## src/rtl/mem_pkg.sv

```systemverilog
// mem_pkg: shared definitions for the memory access controller.
//   - request size codes (byte / halfword / word; 2'b11 is reserved)
//   - controller state encoding
//   - default DataMemory depth in 32-bit words
//   - CPU request bundle
package mem_pkg;

    localparam logic [1:0] SZ_BYTE = 2'b00;
    localparam logic [1:0] SZ_HALF = 2'b01;
    localparam logic [1:0] SZ_WORD = 2'b10;

    localparam int DEFAULT_DEPTH = 258;

    typedef enum logic {
        ST_IDLE   = 1'b0,
        ST_RMW_WR = 1'b1
    } state_t;

    typedef struct packed {
        logic        valid;
        logic        we;
        logic [1:0]  size;
        logic        sgn;
        logic [31:0] addr;
        logic [31:0] wdata;
    } mem_req_t;

endpackage

```

## src/rtl/subword_lane.sv

```systemverilog
// subword_lane: big-endian lane logic shared by the load and store paths.
//   word      in  32  memory word (DataOut)
//   addr      in  2   byte offset within the word (0 selects [31:24])
//   size      in  2   SZ_BYTE / SZ_HALF / SZ_WORD
//   is_signed in  1   sign-extend sub-word extracts
//   wdata     in  32  store data, sub-word data in the low bits
//   extract   out 32  aligned, extended load data
//   merge     out 32  word with the addressed lane replaced by wdata
module subword_lane
    import mem_pkg::*;
(
    input  logic [31:0] word,
    input  logic [1:0]  addr,
    input  logic [1:0]  size,
    input  logic        is_signed,
    input  logic [31:0] wdata,
    output logic [31:0] extract,
    output logic [31:0] merge
);

    logic [7:0]  byte_lane;
    logic [15:0] half_lane;

    always_comb begin
        case (addr)
            2'd0:    byte_lane = word[31:24];
            2'd1:    byte_lane = word[23:16];
            2'd2:    byte_lane = word[15:8];
            default: byte_lane = word[7:0];
        endcase
        half_lane = addr[1] ? word[15:0] : word[31:16];

        extract = word;
        merge   = wdata;
        case (size)
            SZ_BYTE: begin
                extract = {{24{is_signed & byte_lane[7]}}, byte_lane};
                merge   = word;
                case (addr)
                    2'd0:    merge[31:24] = wdata[7:0];
                    2'd1:    merge[23:16] = wdata[7:0];
                    2'd2:    merge[15:8]  = wdata[7:0];
                    default: merge[7:0]   = wdata[7:0];
                endcase
            end
            SZ_HALF: begin
                extract = {{16{is_signed & half_lane[15]}}, half_lane};
                merge   = word;
                if (addr[1]) merge[15:0]  = wdata[15:0];
                else         merge[31:16] = wdata[15:0];
            end
            default: ;
        endcase
    end

endmodule

```

## src/rtl/mem_access_ctrl.sv

```systemverilog
// mem_access_ctrl: CPU byte-addressed load/store front end for a
// word-organised DataMemory.
//   CLK, RST                    clock, asynchronous active-low reset
//   req_*                       CPU request (valid, we, size, signed, addr, wdata)
//   rdata, stall                load result and CPU hold
//   mRD, mWR, DataAddr, DataIn  DataMemory control (memory writes on negedge)
//   DataOut                     DataMemory combinational read data
//   fault, fault_addr           sticky fault flag and first faulting address
// Loads and word stores take one cycle. Byte/halfword stores read the word
// (cycle A, stalled), then write the merged word from a buffer (cycle B).
module mem_access_ctrl
    import mem_pkg::*;
#(
    parameter int DEPTH = DEFAULT_DEPTH,
    parameter int IDX_W = 9
) (
    input  logic        CLK,
    input  logic        RST,
    input  logic        req_valid,
    input  logic        req_we,
    input  logic [1:0]  req_size,
    input  logic        req_signed,
    input  logic [31:0] req_addr,
    input  logic [31:0] req_wdata,
    output logic [31:0] rdata,
    output logic        stall,
    output logic        mRD,
    output logic        mWR,
    output logic [31:0] DataAddr,
    output logic [31:0] DataIn,
    input  logic [31:0] DataOut,
    output logic        fault,
    output logic [31:0] fault_addr
);

    state_t            state_q, state_d;
    logic [31:0]       wbuf_q, wbuf_d;
    logic [IDX_W-1:0]  widx_q, widx_d;
    logic              fault_q, fault_d;
    logic [31:0]       fault_addr_q, fault_addr_d;

    mem_req_t          req;
    logic [IDX_W-1:0]  idx;
    logic              misalign, out_of_range, in_idle, legal, bad, sub_store;
    logic [31:0]       lane_rd, lane_wr;

    assign req = '{valid: req_valid, we: req_we, size: req_size, sgn: req_signed,
                   addr: req_addr, wdata: req_wdata};
    assign idx = req.addr[IDX_W+1:2];

    assign misalign     = (req.size == 2'b11)
                        | ((req.size == SZ_HALF) & req.addr[0])
                        | ((req.size == SZ_WORD) & (|req.addr[1:0]));
    assign out_of_range = (req.addr[31:2] >= 30'(DEPTH));
    // Request inputs only matter in IDLE; cycle B ignores them entirely.
    assign in_idle   = (state_q == ST_IDLE);
    assign legal     = in_idle & req.valid & ~misalign & ~out_of_range;
    assign bad       = in_idle & req.valid & (misalign | out_of_range);
    assign sub_store = legal & req.we & (req.size != SZ_WORD);

    subword_lane u_lane (
        .word      (DataOut),
        .addr      (req.addr[1:0]),
        .size      (req.size),
        .is_signed (req.sgn),
        .wdata     (req.wdata),
        .extract   (lane_rd),
        .merge     (lane_wr)
    );

    // State register and datapath flops.
    always_ff @(posedge CLK or negedge RST) begin
        if (!RST) begin
            state_q      <= ST_IDLE;
            wbuf_q       <= '0;
            widx_q       <= '0;
            fault_q      <= 1'b0;
            fault_addr_q <= '0;
        end else begin
            state_q      <= state_d;
            wbuf_q       <= wbuf_d;
            widx_q       <= widx_d;
            fault_q      <= fault_d;
            fault_addr_q <= fault_addr_d;
        end
    end

    // Next state and register updates.
    always_comb begin
        state_d      = state_q;
        wbuf_d       = wbuf_q;
        widx_d       = widx_q;
        fault_d      = fault_q | bad;
        fault_addr_d = (bad & ~fault_q) ? req.addr : fault_addr_q;
        case (state_q)
            ST_IDLE: begin
                if (sub_store) begin
                    state_d = ST_RMW_WR;
                    wbuf_d  = lane_wr;
                    widx_d  = idx;
                end
            end
            default: state_d = ST_IDLE;
        endcase
    end

    // Outputs.
    always_comb begin
        rdata    = '0;
        stall    = 1'b0;
        mRD      = 1'b0;
        mWR      = 1'b0;
        DataAddr = '0;
        DataIn   = '0;
        case (state_q)
            ST_IDLE: begin
                if (legal) begin
                    DataAddr = 32'(idx);
                    if (!req.we) begin
                        mRD   = 1'b1;
                        rdata = lane_rd;
                    end else if (req.size == SZ_WORD) begin
                        mWR    = 1'b1;
                        DataIn = req.wdata;
                    end else begin
                        mRD   = 1'b1;
                        stall = 1'b1;
                    end
                end
            end
            default: begin
                mWR      = 1'b1;
                DataAddr = 32'(widx_q);
                DataIn   = wbuf_q;
            end
        endcase
    end

    assign fault      = fault_q;
    assign fault_addr = fault_addr_q;

endmodule

```

## config.mk

```make
export PLATFORM = sky130hd
export DESIGN_NAME = mem_access_ctrl
export DESIGN_NICKNAME = d
export VERILOG_FILES = /design/src/rtl/mem_pkg.sv /design/src/rtl/subword_lane.sv /design/src/rtl/mem_access_ctrl.sv
export SDC_FILE = /design/constraint.sdc
export NUM_CORES = 1
export LEC_CHECK = 0
export BUFFER_PORTS_ARGS = -buffer_cell sky130_fd_sc_hd__buf_2
export CAP_MARGIN = 20
export CORE_UTILIZATION = 45
export DETAILED_ROUTE_END_ITERATION = 8
export GPL_TIMING_DRIVEN = 0
export PLACE_DENSITY = 0.9
export SLEW_MARGIN = 20
export SYNTH_ARGS = -nofsm -noshare
export SYNTH_HDL_FRONTEND = slang
export SYNTH_HIERARCHICAL = 1
export SYNTH_SLANG_ARGS = --single-unit
```

## constraint.sdc

```tcl
create_clock -name CLK -period 2.22 [get_ports CLK]
set_input_delay 0.444 -clock CLK [delete_from_list [all_inputs] [get_ports CLK]]
set_output_delay 0.444 -clock CLK [all_outputs]
set_load 0.01 [all_outputs]
```

# After elaboration in Yosys (flattened, before gate mapping)

Index checks and enable logic that the tools add are counted.

Order comparisons: 1
Equal/unequal tests: 6
Muxes and demuxes: 32
Bitwise gates (word level): 19
Reductions and logical operators: 5

Operators by type and width:

| cell                                                               | count |
|---|---|
| two-way mux 32 bit                                                 | 8 |
| one-hot mux 32 bit (2 select lines)                                | 2 |
| two-way mux 16 bit                                                 | 3 |
| two-way mux 8 bit                                                  | 4 |
| greater-or-equal comparator 30 x 9 -> 1 bit, second input constant | 1 |
| one-hot mux 8 bit (3 select lines)                                 | 1 |
| two-way mux 1 bit                                                  | 13 |
| bitwise AND 1 bit                                                  | 11 |
| two-way mux 9 bit                                                  | 1 |
| == test 2 bit, second input constant                               | 3 |
| == test 2 x 1 -> 1 bit, second input constant                      | 2 |
| logical NOT 2 bit                                                  | 2 |
| NOT 1 bit                                                          | 4 |
| bitwise OR 1 bit                                                   | 4 |
| OR reduction 3 bit                                                 | 1 |
| inequality test 2 bit, second input constant                       | 1 |
| AND reduction 2 bit                                                | 1 |
| OR reduction 2 bit                                                 | 1 |

Flip-flop bits (word level): 75
Bits of input ports: 103
Output and inout bits: 132
Word-level logic and storage cells: 68

# Longest topological paths before layout

Gate-level depths: netlist (run 1).

Word-level depth: 11
Depth in mapped cells: 6
Gate-level depth less buffers: 4

# Modules after synthesis

The synthesis (run 1) kept the hierarchy.

By module, submodules not included:

| module          | times used | cells an instance | area an instance (um^2) | seq. area each (um^2) |
|---|---|---|---|---|
| mem_access_ctrl | 1          | 381               | 3,950.0                 | 1,876.8 |
| subword_lane    | 1          | 242               | 1,721.7                 | 0.0 |

# Least setup slack after synthesis (run 1)

No wires, ideal clock.

Kind: input to output
Start: in req_addr[8]
End: out rdata[30]
Arrival: 2.104 ns
Data required time: 1.776 ns
Slack: -0.328 ns
Cell stages on the path: 5
Path buffers: 1
Path through: or4_1 -> o41ai_4 -> nand4_2 -> clkbuf_1 -> nor3b_1

Cells in the longest elaborated chain, start to end: 5

RTL lines:

| item                                        | line                   | text |
|---|---|---|
| from (decl)                                 | mem_access_ctrl.sv:23  | `input logic [31:0] req_addr,` |
| greater-or-equal comparator 30 x 9 -> 1 bit | mem_access_ctrl.sv:54  | `assign out_of_range = (req.addr[31:2] >= 30'(DEPTH));` |
| NOT 1 bit                                   | mem_access_ctrl.sv:57  | `assign legal = in_idle & req.valid & ~misalign & ~out_of_range;` |
| bitwise AND 1 bit                           | mem_access_ctrl.sv:57  |  |
| two-way mux 32 bit                          | mem_access_ctrl.sv:117 | `if (legal) begin` |
| two-way mux 32 bit                          | mem_access_ctrl.sv:115 | `case (state_q)` |
| to (decl)                                   | mem_access_ctrl.sv:25  | `output logic [31:0] rdata,` |

Every way passes these cells.

# Worst setup path after layout (run 1)

Start: in req_addr[6]
End: out rdata[0]

Same word-level chain as after synthesis.

==> results of run 1 <==
## Yosys cell counts (all sizes together) (6+ instances only)
cell type	count	share of area (%)
nand2	97	6.4
mux2	83	16
dfrtp	75	33
o21ai	69	6.1
buf	46	5.4
mux2i	34	6.0
nor3b	32	4.2
clkbuf	30	2.0
nor2b	22	2.4
inv	17	1.1
o221ai	16	2.5
nand3	9	0.79
nor4b	9	1.5
a221o	8	1.4
a22o	8	1.2
a32oi	7	1.1
a22oi	6	0.79
nor2	6	0.44
o21a	6	0.79
## critical path, cell delays in order
cell and delay [ns]:
buf_8 0.10, or4_4 0.54, o41ai_4 0.32, nand4_4 0.18, buf_8 0.20, clkbuf_16 0.17, nor3b_4 0.17, buf_2 0.15
## how the worst max path moves through the flow
stage,depth (start not counted),slack [ns],to
global route,8,-0.56,rdata[9]
detailed placement,7,-0.82,DataIn[16]
finish,8,-0.50,rdata[0]
global placement,7,-0.82,DataIn[16]
floorplan,5,-0.22,rdata[10]
CTS,8,-0.59,rdata[31]
## logic make-up after synthesis
kind of cell	share of synthesized area, %
other cells	0.06612
buf+inv	8.537
simple gates	18.69
flops	33.09
mux	22.88
compound gates	16.74
## power groups by stage
stage               clock network (uW)  logic [uW]  registers [uW]
finish                            1550         923            1480
global placement                     0         816            1490
global route                      1620         986            1480
detailed placement                   0         838            1490
floorplan                            0         437            1520
CTS                               1550         855            1470
## per-stage QoR
step | area, um^2 | util (%) | setup WS (ns)
6_report | 8638 | 71.03 | -0.5037
5_1_grt | 8638 | 71.03 | -0.5599
4_1_cts | 8244 | 67.79 | -0.5932
3_5_place_dp | 7428 | 61.08 | -0.8203
3_3_place_gp | 7398 | 60.83 | -0.8236
2_1_floorplan | 6137 | - | -0.2172
## what timing repair did
item	in CTS	in global routing
hold endpoints to repair	0	0
pin swaps	25	17
cloned	5	5
buffers inserted	13	4
gates resized for setup	74	69
setup endpoints to repair	116	147
## state kept, by name (all words and copies together), names as in the netlist
register / count
fault: 1
fault_addr: 32
state_q: 1
wbuf_q: 32
widx_q: 9
## metal layers
layer  vias to the layer above  track usage [%]  routed length [um]
li1                       2751                -                   -
met1                      2925            38.46                8500
met2                       417            52.16               10480
met3                        76            5.664                1893
met4                         0            16.88                1023
met5                         -                0                   0
## final cells by class
class / instances / area share (%)
Multi-Input combinational cell: 477 / 46.94
Sequential cell: 75 / 21.73
Timing Repair Buffer: 237 / 17.71
Buffer: 75 / 6.822
Clock buffer: 13 / 2.897
Tap cell: 168 / 2.433
Inverter: 17 / 0.7387
Clock inverter: 2 / 0.6952
Antenna cell: 1 / 0.02897
==> flow_summary_export.csv, run 1 <==
group,metric,value,unit
hold_path,hold_path_class,"primary input to asynchronous set/reset pin",
layout,syn2layout_area_growth,52.31,%
cts,path_clk_slew,0.06,ns
synthesis,ys_seq_area_share,33.09,%
cts,cts_tree,"done",
grt,grt_max_degree,52,
cts,htree_levels,3,
layout,nFillCells,868,
pwr,power_density,457.1,mW/mm^2
cts,clk_latency,0.33,ns
floorplanning,die_area,0.01306,mm^2
synthesis,ys_ff_latch,75,
grt,grt_pass1_wl,31190,um
layout,regArea,0.001877,mm^2
pwr,switchingPower,1078,uW
synthesis,synth_edf_count,0,
pwr,seqPwrFrac,37.5,%
drt,viasPerCell,5.792,
layout,final_common_cell,"buf_2",
sta,whs,0.03032,ns
critical_path,crit_path_max_fanout,6,
synthesis,async_reset_ff_share,100.0,%
layout,layout.nets,995,
cts,cts_buffers,9,
sta,fmax,367.1,MHz
grt,antenna_found_initial,1,
drt,drt_wl_total,21890,um
cts,clock_path_buffers,2,
run,cap_violations,0,
layout,stdcell_count,1065,
place,dp_cells,1024,
sta,final.setup_skew,0.006952,ns
critical_path,rr_endpoint,"wbuf_q[10]$_DFFE_PN0P_",
cts,clockRootBuffer,"clkbuf_16",
drt,drc_errors,0,
floorplanning,die_w,114.3,um
layout,multiInputGateArea,0.004055,mm^2
grt,grt_pass1_vias,5766,
sta,setup_viol,126,
layout,drive_above_1_share,53.01,%
critical_path,ff2ff_setup_slack,-0.03,ns
critical_path,setup.worst_path.start,"req_addr[6]",
cts,cts_num_sinks,75,
cts,cts_hold_buf,0,
drt,detail_route.iter0.violations,590,
status,outcome,"finished with violations",
sta,fin_crit,2.724,ns
critical_path,r2r_cells,7,
sta,tightest_slew,1.073,ns
sta,drv_slew,0,
sta,rsz0062_at_grt,"yes",
critical_path,cp.required,1.78,ns
critical_path,worstSetupPathType,"primary input to primary output",
pwr,cellLeakagePower,0.004340,uW
place,dp_hpwl,15370,um
sta,tns,-35.58,ns
synthesis,syn_area,0.005672,mm^2
synthesis,syn-instance-count,623,
floorplanning,row_count,40,
pwr,power.internal,2871,uW
drt,vias,6169,
critical_path,worst_setup_path_end_kind,"primary output",
critical_path,cp-start-kind,"primary input",
place,place.gp.congestion,0.9681,
floorplanning,initial_utilization,46.64,%
layout,mostFrequentLayoutCells,"buf_2 (203), nand2_1 (97), dfrtp_1 (75), mux2_2 (47), mux2_4 (36)",
status,violations,"setup timing",
floorplanning,die_h,114.3,um
pwr,combPwrFrac,23.4,%
drt,post_drt_wl_per_cell,20.56,um
synthesis,synth_area_per_cell,9.104,um^2
critical_path,worstPathArrival,2.28,ns
pwr,total_power,3948,uW
synthesis,synth_cell_types,51,
critical_path,r2r-start,"state_q$_DFF_PN0_",
place,port_buffers,210,
grt,gr-total-overflow,0,
drt,ant_nets,0,
sta,slew-limit-headroom,28.45,%
synthesis,synth_warnings,6,
sta,setup_slack,-0.5037,ns
pwr,clockPowerShare,39.2,%
grt,grtUsageTotal,31.28,%
drt,drtPass1Iterations,5,
floorplanning,core,0.01216,mm^2
pwr,ir_worst_vdd,0.0005032,V
sta,post-route-period-util,122.7,%
floorplanning,io_pins,235,
sta,finalHoldViolations,0,
pwr,swShare,27.29,%
synthesis,synthFlopType,"dfrtp_1",
Power figures use the tool's default switching activity.
==> run 2, diff against run 1 <==
ABC_AREA = 1   (was not set)
CORE_MARGIN = 2   (was not set)
CORE_UTILIZATION = 46   (was 45)
PLACE_DENSITY = 0.79   (was 0.9)
==> flow_summary_export.csv, run 2 <==
group,metric,value,unit
layout,final_core_util,65.04,%
sta,final.setup_skew,0.008900,ns
drt,detail_route.iter0.violations,1186,
sta,fmax,427.8,MHz
drt,drt_wl_total,24880,um
layout,syn2layout_area_growth,37.96,%
critical_path,slowest_delay,0.27,ns
cts,clockRootBuffer,"clkbuf_16",
layout,multiInputGateArea,0.003904,mm^2
critical_path,rr_endpoint,"wbuf_q[5]$_DFFE_PN0P_",
floorplanning,die_h,120.5,um
pwr,total_power,3732,uW
place,place.gp.congestion,1.006,
drt,drc_errors,0,
synthesis,synth_edf_count,0,
pwr,ir_worst_vdd,0.0003548,V
synthesis,ys_seq_area_share,30.06,%
critical_path,cp_num_buf_inv,3,
cts,htree_levels,3,
synthesis,synth_cell_types,33,
floorplanning,core,0.01324,mm^2
grt,gr-total-overflow,0,
floorplanning,die_w,120.5,um
grt,grt_max_degree,50,
layout,regArea,0.001878,mm^2
synthesis,syn-instance-count,991,
synthesis,synth_top_area_cell,"dfrtp_1",
critical_path,worstPathCellList,"buf_4 -> nor2_4 -> nand2_2 -> nand2_2 -> nand2_2 -> nor2_8 -> nand4_4 -> buf_6 -> nor2_2 -> buf_2",
sta,post-route-period-util,105.3,%
layout,nFillCells,1221,
pwr,power_density,433.2,mW/mm^2
layout,layout.nets,1345,
place,pre_cts_ws,-0.2344,ns
cts,cts_buffers,9,
drt,post_drt_wl_per_cell,17.48,um
sta,rsz0062_at_grt,"yes",
drt,vias,8033,
floorplanning,row_count,42,
synthesis,synth_top_area_share,30.06,%
layout,drive_above_1_share,32.64,%
sta,tightest_slew,0.5625,ns
cts,cts_num_sinks,75,
critical_path,crit_path_max_fanout,8,
synthesis,synth_area_per_cell,6.300,um^2
cts,path_clk_slew,0.06,ns
critical_path,worstPathArrival,1.89,ns
synthesis,synthTopCellsByCount,"nand2_1 (319), nand3_1 (100), nor2_1 (80), inv_1 (77), dfrtp_1 (75)",
floorplanning,die_area,0.01452,mm^2
grt,antenna_found_initial,0,
status,violations,"setup timing",
sta,setup_viol,62,
critical_path,slowest_stage,"nand4_4",
synthesis,synthFlopType,"dfrtp_1",
layout,mostFrequentLayoutCells,"nand2_1 (311), buf_2 (207), nand3_1 (98), inv_1 (77)",
critical_path,r2r_cells,6,
cts,clk_latency,0.34,ns
drt,viasPerCell,5.645,
synthesis,async_reset_ff_share,100.0,%
critical_path,cp-start-kind,"primary input",
sta,fin_crit,2.338,ns
grt,grt_pass1_vias,6885,
critical_path,path_delay_family,"simple AND/OR/NAND/NOR gates",
drt,drtPass1Iterations,7,
floorplanning,initial_utilization,47.15,%
hold_path,hold_path_class,"primary input to asynchronous set/reset pin",
sta,setup_slack,-0.1176,ns
cts,cts_tree,"done",
sta,drv_slew,0,
place,dp_hpwl,18400,um
run,cap_violations,0,
place,port_buffers,210,
critical_path,worst_setup_path_end_kind,"primary output",
cts,cts_hold_buf,0,
synthesis,synthTopCellsByArea,"dfrtp_1 (30%), nand2_1 (19%), nand3_1 (8.0%)",
critical_path,cp.required,1.78,ns
synthesis,synth_warnings,6,
critical_path,worstSetupPathType,"primary input to primary output",
status,outcome,"finished with violations",
drt,ant_nets,0,
grt,grt_pass1_wl,36800,um
critical_path,r2r-start,"state_q$_DFF_PN0_",
cts,clock_path_buffers,2,
synthesis,ys_ff_latch,75,
grt,grtUsageTotal,32.43,%
floorplanning,io_pins,235,
layout,final_common_cell,"nand2_1",
critical_path,crit_path_frequent_cell,"nand2_2",
sta,finalHoldViolations,0,
synthesis,synth.most_common_cell,"nand2_1",
pwr,cellLeakagePower,0.004839,uW
layout,antennaDiodeCount,0,
sta,slew-limit-headroom,62.50,%
synthesis,syn_area,0.006243,mm^2
critical_path,ff2ff_setup_slack,0.53,ns
[run 2: routing by layer]
layer,up-vias,track usage [%],part of all wire (%)
li1,3715,-,-
met1,3724,47.59,42
met2,535,48.27,45
met3,59,5.283,11
met4,0,11.12,2.4
met5,-,0,0
[run 2: cells by family after synthesis]
kind of cell | Yosys count | synth area share (%)
buffers and inverters | 179 | 14.63
AND/OR/NAND/NOR | 594 | 42.79
flip-flops | 75 | 30.06
AO/OA/AOI/OAI | 142 | 12.47
other | 1 | 0.06006
[run 2: metrics by stage]
step | TNS [ns] | instance area, um^2 | std cells | hold slack, ns
after CTS | -0.3526 | 8084 | 1419 | 0.01901
final | -3.889 | 8613 | 1423 | 0.01719
after global routing | -6.947 | 8613 | 1423 | 0.03351
after floorplan | 0 | 6326 | 1013 | 0.1484
after detailed placement | -6.189 | 7627 | 1400 | 0.3811
after global placement | -5.295 | 7597 | 1399 | 0.4506
[run 2: area by class of cell]
cell class                      instances  share of cell area (%)
Tap cell                              176                   2.557
Multi-Input combinational cell        759                   45.32
Buffer                                 93                   7.728
Clock inverter                          3                  0.5084
Sequential cell                        75                   21.80
Timing Repair Buffer                  221                   15.21
Clock buffer                           13                   3.138
Inverter                               83                   3.733
[run 2: what timing repair did]
| action | CTS | global route |
|---|---|---|
| resized for setup | 44 | 158 |
| endpoints found under the setup margin | 76 | 74 |
| buffers inserted | 4 | 1 |
| pin swaps | 4 | 18 |
| gates cloned | 1 | 4 |
[run 2: worst max-delay path by stage]
stage / from / to / cells past startpoint / slack [ns]
finish: req_addr[0] / rdata[19] / 10 / -0.12
global placement: req_addr[5] / DataIn[19] / 10 / -0.22
CTS: req_addr[15] / rdata[15] / 10 / -0.03
global route: req_addr[0] / rdata[10] / 10 / -0.17
detailed placement: req_addr[5] / DataIn[19] / 10 / -0.23
floorplan: req_size[1] / rdata[27] / 9 / 0.33
[run 2: power by group]
group | switching [uW] | internal (uW) | total, uW
Sequential | 0.000734 | 1370 | 1370
Combinational | 549 | 271 | 821
Clock | 578 | 965 | 1540
==> run 3, diff against run 2 <==
ABC_AREA = not set   (was 1)
BUFFER_PORTS_ARGS = not set   (was -buffer_cell sky130_fd_sc_hd__buf_2)
CORE_UTILIZATION = 51   (was 46)
DONT_BUFFER_PORTS = 1   (was not set)
PLACE_DENSITY = 0.69   (was 0.79)
==> flow_summary_export.csv, run 3 (same netlist as run 1, synthesis figures left out) <==
group,metric,value,unit
status,outcome,"finished with violations",
status,violations,"setup timing",
pwr,switchingPower,889.2,uW
drt,viasPerCell,6.291,
cts,htree_levels,3,
floorplanning,row_count,38,
place,port_buffers,0,
drt,ant_nets,0,
hold_path,hold_path_class,"primary input to flip-flop",
drt,drtPass1Iterations,6,
layout,antennaDiodeCount,0,
critical_path,worstSetupPathType,"primary input to primary output",
place,dp_hpwl,14270,um
cts,clock_path_buffers,2,
pwr,cellLeakagePower,0.003131,uW
critical_path,cp-start-kind,"primary input",
sta,rsz0062_at_grt,"yes",
cts,path_clk_slew,0.08,ns
critical_path,crit_path_max_fanout,10,
floorplanning,die_area,0.01198,mm^2
floorplanning,die_h,109.5,um
pwr,power.internal,2566,uW
grt,use_met2,51.76,%
drt,drt_wl_total,18720,um
cts,clockRootBuffer,"clkbuf_8",
sta,drv_slew,0,
drt,post_drt_wl_per_cell,23.11,um
sta,fin_crit,2.551,ns
layout,mostFrequentLayoutCells,"nand2_1 (97), mux2_2 (78), dfrtp_1 (75), mux2i_1 (34), nor3b_4 (32)",
critical_path,r2r-start,"state_q$_DFF_PN0_",
pwr,seqPwrFrac,43.8,%
place,place.gp.congestion,0.9217,
floorplanning,die_w,109.5,um
sta,post-route-period-util,114.9,%
pwr,ir_worst_vdd,0.0006184,V
grt,gr-total-overflow,0,
run,cap_violations,0,
sta,whs,0.2327,ns
critical_path,worstPathArrival,2.11,ns
grt,use_met3,8.892,%
sta,final.setup_skew,0.009050,ns
hold_path,hp-start,"req_addr[30]",
layout,layout.nets,768,
sta,slew-limit-headroom,25.59,%
critical_path,setup.worst_path.start,"req_addr[8]",
floorplanning,initial_utilization,52.32,%
pwr,clockPowerShare,38.7,%
pwr,power_density,482.1,mW/mm^2
cts,cts_buffers,9,
floorplanning,core,0.01084,mm^2
sta,fmax,391.9,MHz
grt,antenna_found_initial,0,
grt,grt_pass1_vias,5155,
cts,cts_tree,"done",
grt,grt_max_degree,76,
layout,syn2layout_area_growth,26.36,%
grt,busiest_layer,"met2",
drt,vias,5096,
layout,final_core_util,66.11,%
pwr,combPwrFrac,17.5,%
floorplanning,io_pins,235,
critical_path,worst_setup_path_end_kind,"primary output",
critical_path,cp.required,1.78,ns
layout,final_common_cell,"nand2_1",
pwr,swShare,25.73,%
drt,detail_route.iter0.violations,488,
grt,grtUsageTotal,31.68,%
sta,setup_viol,146,
layout,drive_above_1_share,36.57,%
grt,grt_pass1_wl,28470,um
cts,cts_num_sinks,75,
sta,setup_slack,-0.3315,ns
sta,finalHoldViolations,0,
cts,clk_latency,0.36,ns
grt,grt_use_met1,37.04,%
sta,tightest_slew,1.116,ns
layout,nFillCells,856,
drt,drc_errors,0,
[run 3: cell count changes in the layout (fill, tap and decap cells not counted), sizes merged, moves of 73 or more]
| cell | delta |
|---|---|
| nand4 | -73 |
| mux2 | +83 |
| nor2 | -82 |
| nand2 | -229 |
| buf | -238 |
| nand3 | -94 |
[run 3: final cells by class]
type | instances | area [um^2] | share of cell area [%]
timing repair buffer | 9 | 106.4 | 1.484
sequential | 75 | 1877 | 26.19
inverter | 17 | 63.81 | 0.8904
clock buffer | 12 | 165.2 | 2.304
buffer | 76 | 540.5 | 7.542
tap | 140 | 175.2 | 2.444
multi-input combinational | 477 | 4144 | 57.82
clock inverter | 4 | 95.09 | 1.327
[run 3: through the flow]
step           setup TNS [ns]  cells  total power [uW]  worst slack, ns  instance area (um^2)
2_1_floorplan          -13.37    645              1961          -0.2172                  6137
3_3_place_gp           -45.10    785              2039          -0.5846                  6312
3_5_place_dp           -47.03    785              2058          -0.5853                  6312
4_1_cts                -26.03    808              3461          -0.3794                  7078
5_1_grt                -26.27    810              3597          -0.3416                  7167
6_report               -23.56    810              3455          -0.3315                  7167
[run 3: final timing paths]
| path | endpoint | slack [ns] | depth (start not counted) |
|---|---|---|---|
| min | fault_addr[30]$_DFFE_PN0P_ | 0.23 | 1 |
| max in group asynchronous | wbuf_q[14]$_DFFE_PN0P_ | 1.26 | 2 |
| max | DataIn[14] | -0.33 | 6 |
| min reg2reg | wbuf_q[27]$_DFFE_PN0P_ | 0.50 | 1 |
| max reg2reg | wbuf_q[14]$_DFFE_PN0P_ | 0.13 | 6 |
| min in group asynchronous | wbuf_q[25]$_DFFE_PN0P_ | 0.63 | 2 |
[run 3: what timing repair did]
action / in CTS / in global routing
pin swaps: 16 / 19
resized for setup: 74 / 22
endpoints found under the setup margin: 80 / 146
setup buffers: 5 / 2
hold buffers: 2 / 0
endpoints found under the hold margin: 75 / 0
[run 3: critical path, cell delays in order]
cell	delay, ns
or4_4	0.54
o41ai_4	0.34
nand4_4	0.15
buf_12	0.18
clkbuf_8	0.21
o21ai_4	0.23
[run 3: power by group through the flow]
stage	registers (uW)	logic [uW]	clock network [uW]
global placement	1540	502	0
finish	1510	605	1340
CTS	1510	585	1360
detailed placement	1540	516	0
floorplan	1520	437	0
global route	1520	655	1420
[run 3: metal layers]
layer / vias up / share of wire (%)
met5: - / 0
met4: 0 / 5.1
met3: 67 / 9.3
met2: 284 / 48
met1: 2447 / 38
li1: 2298 / -
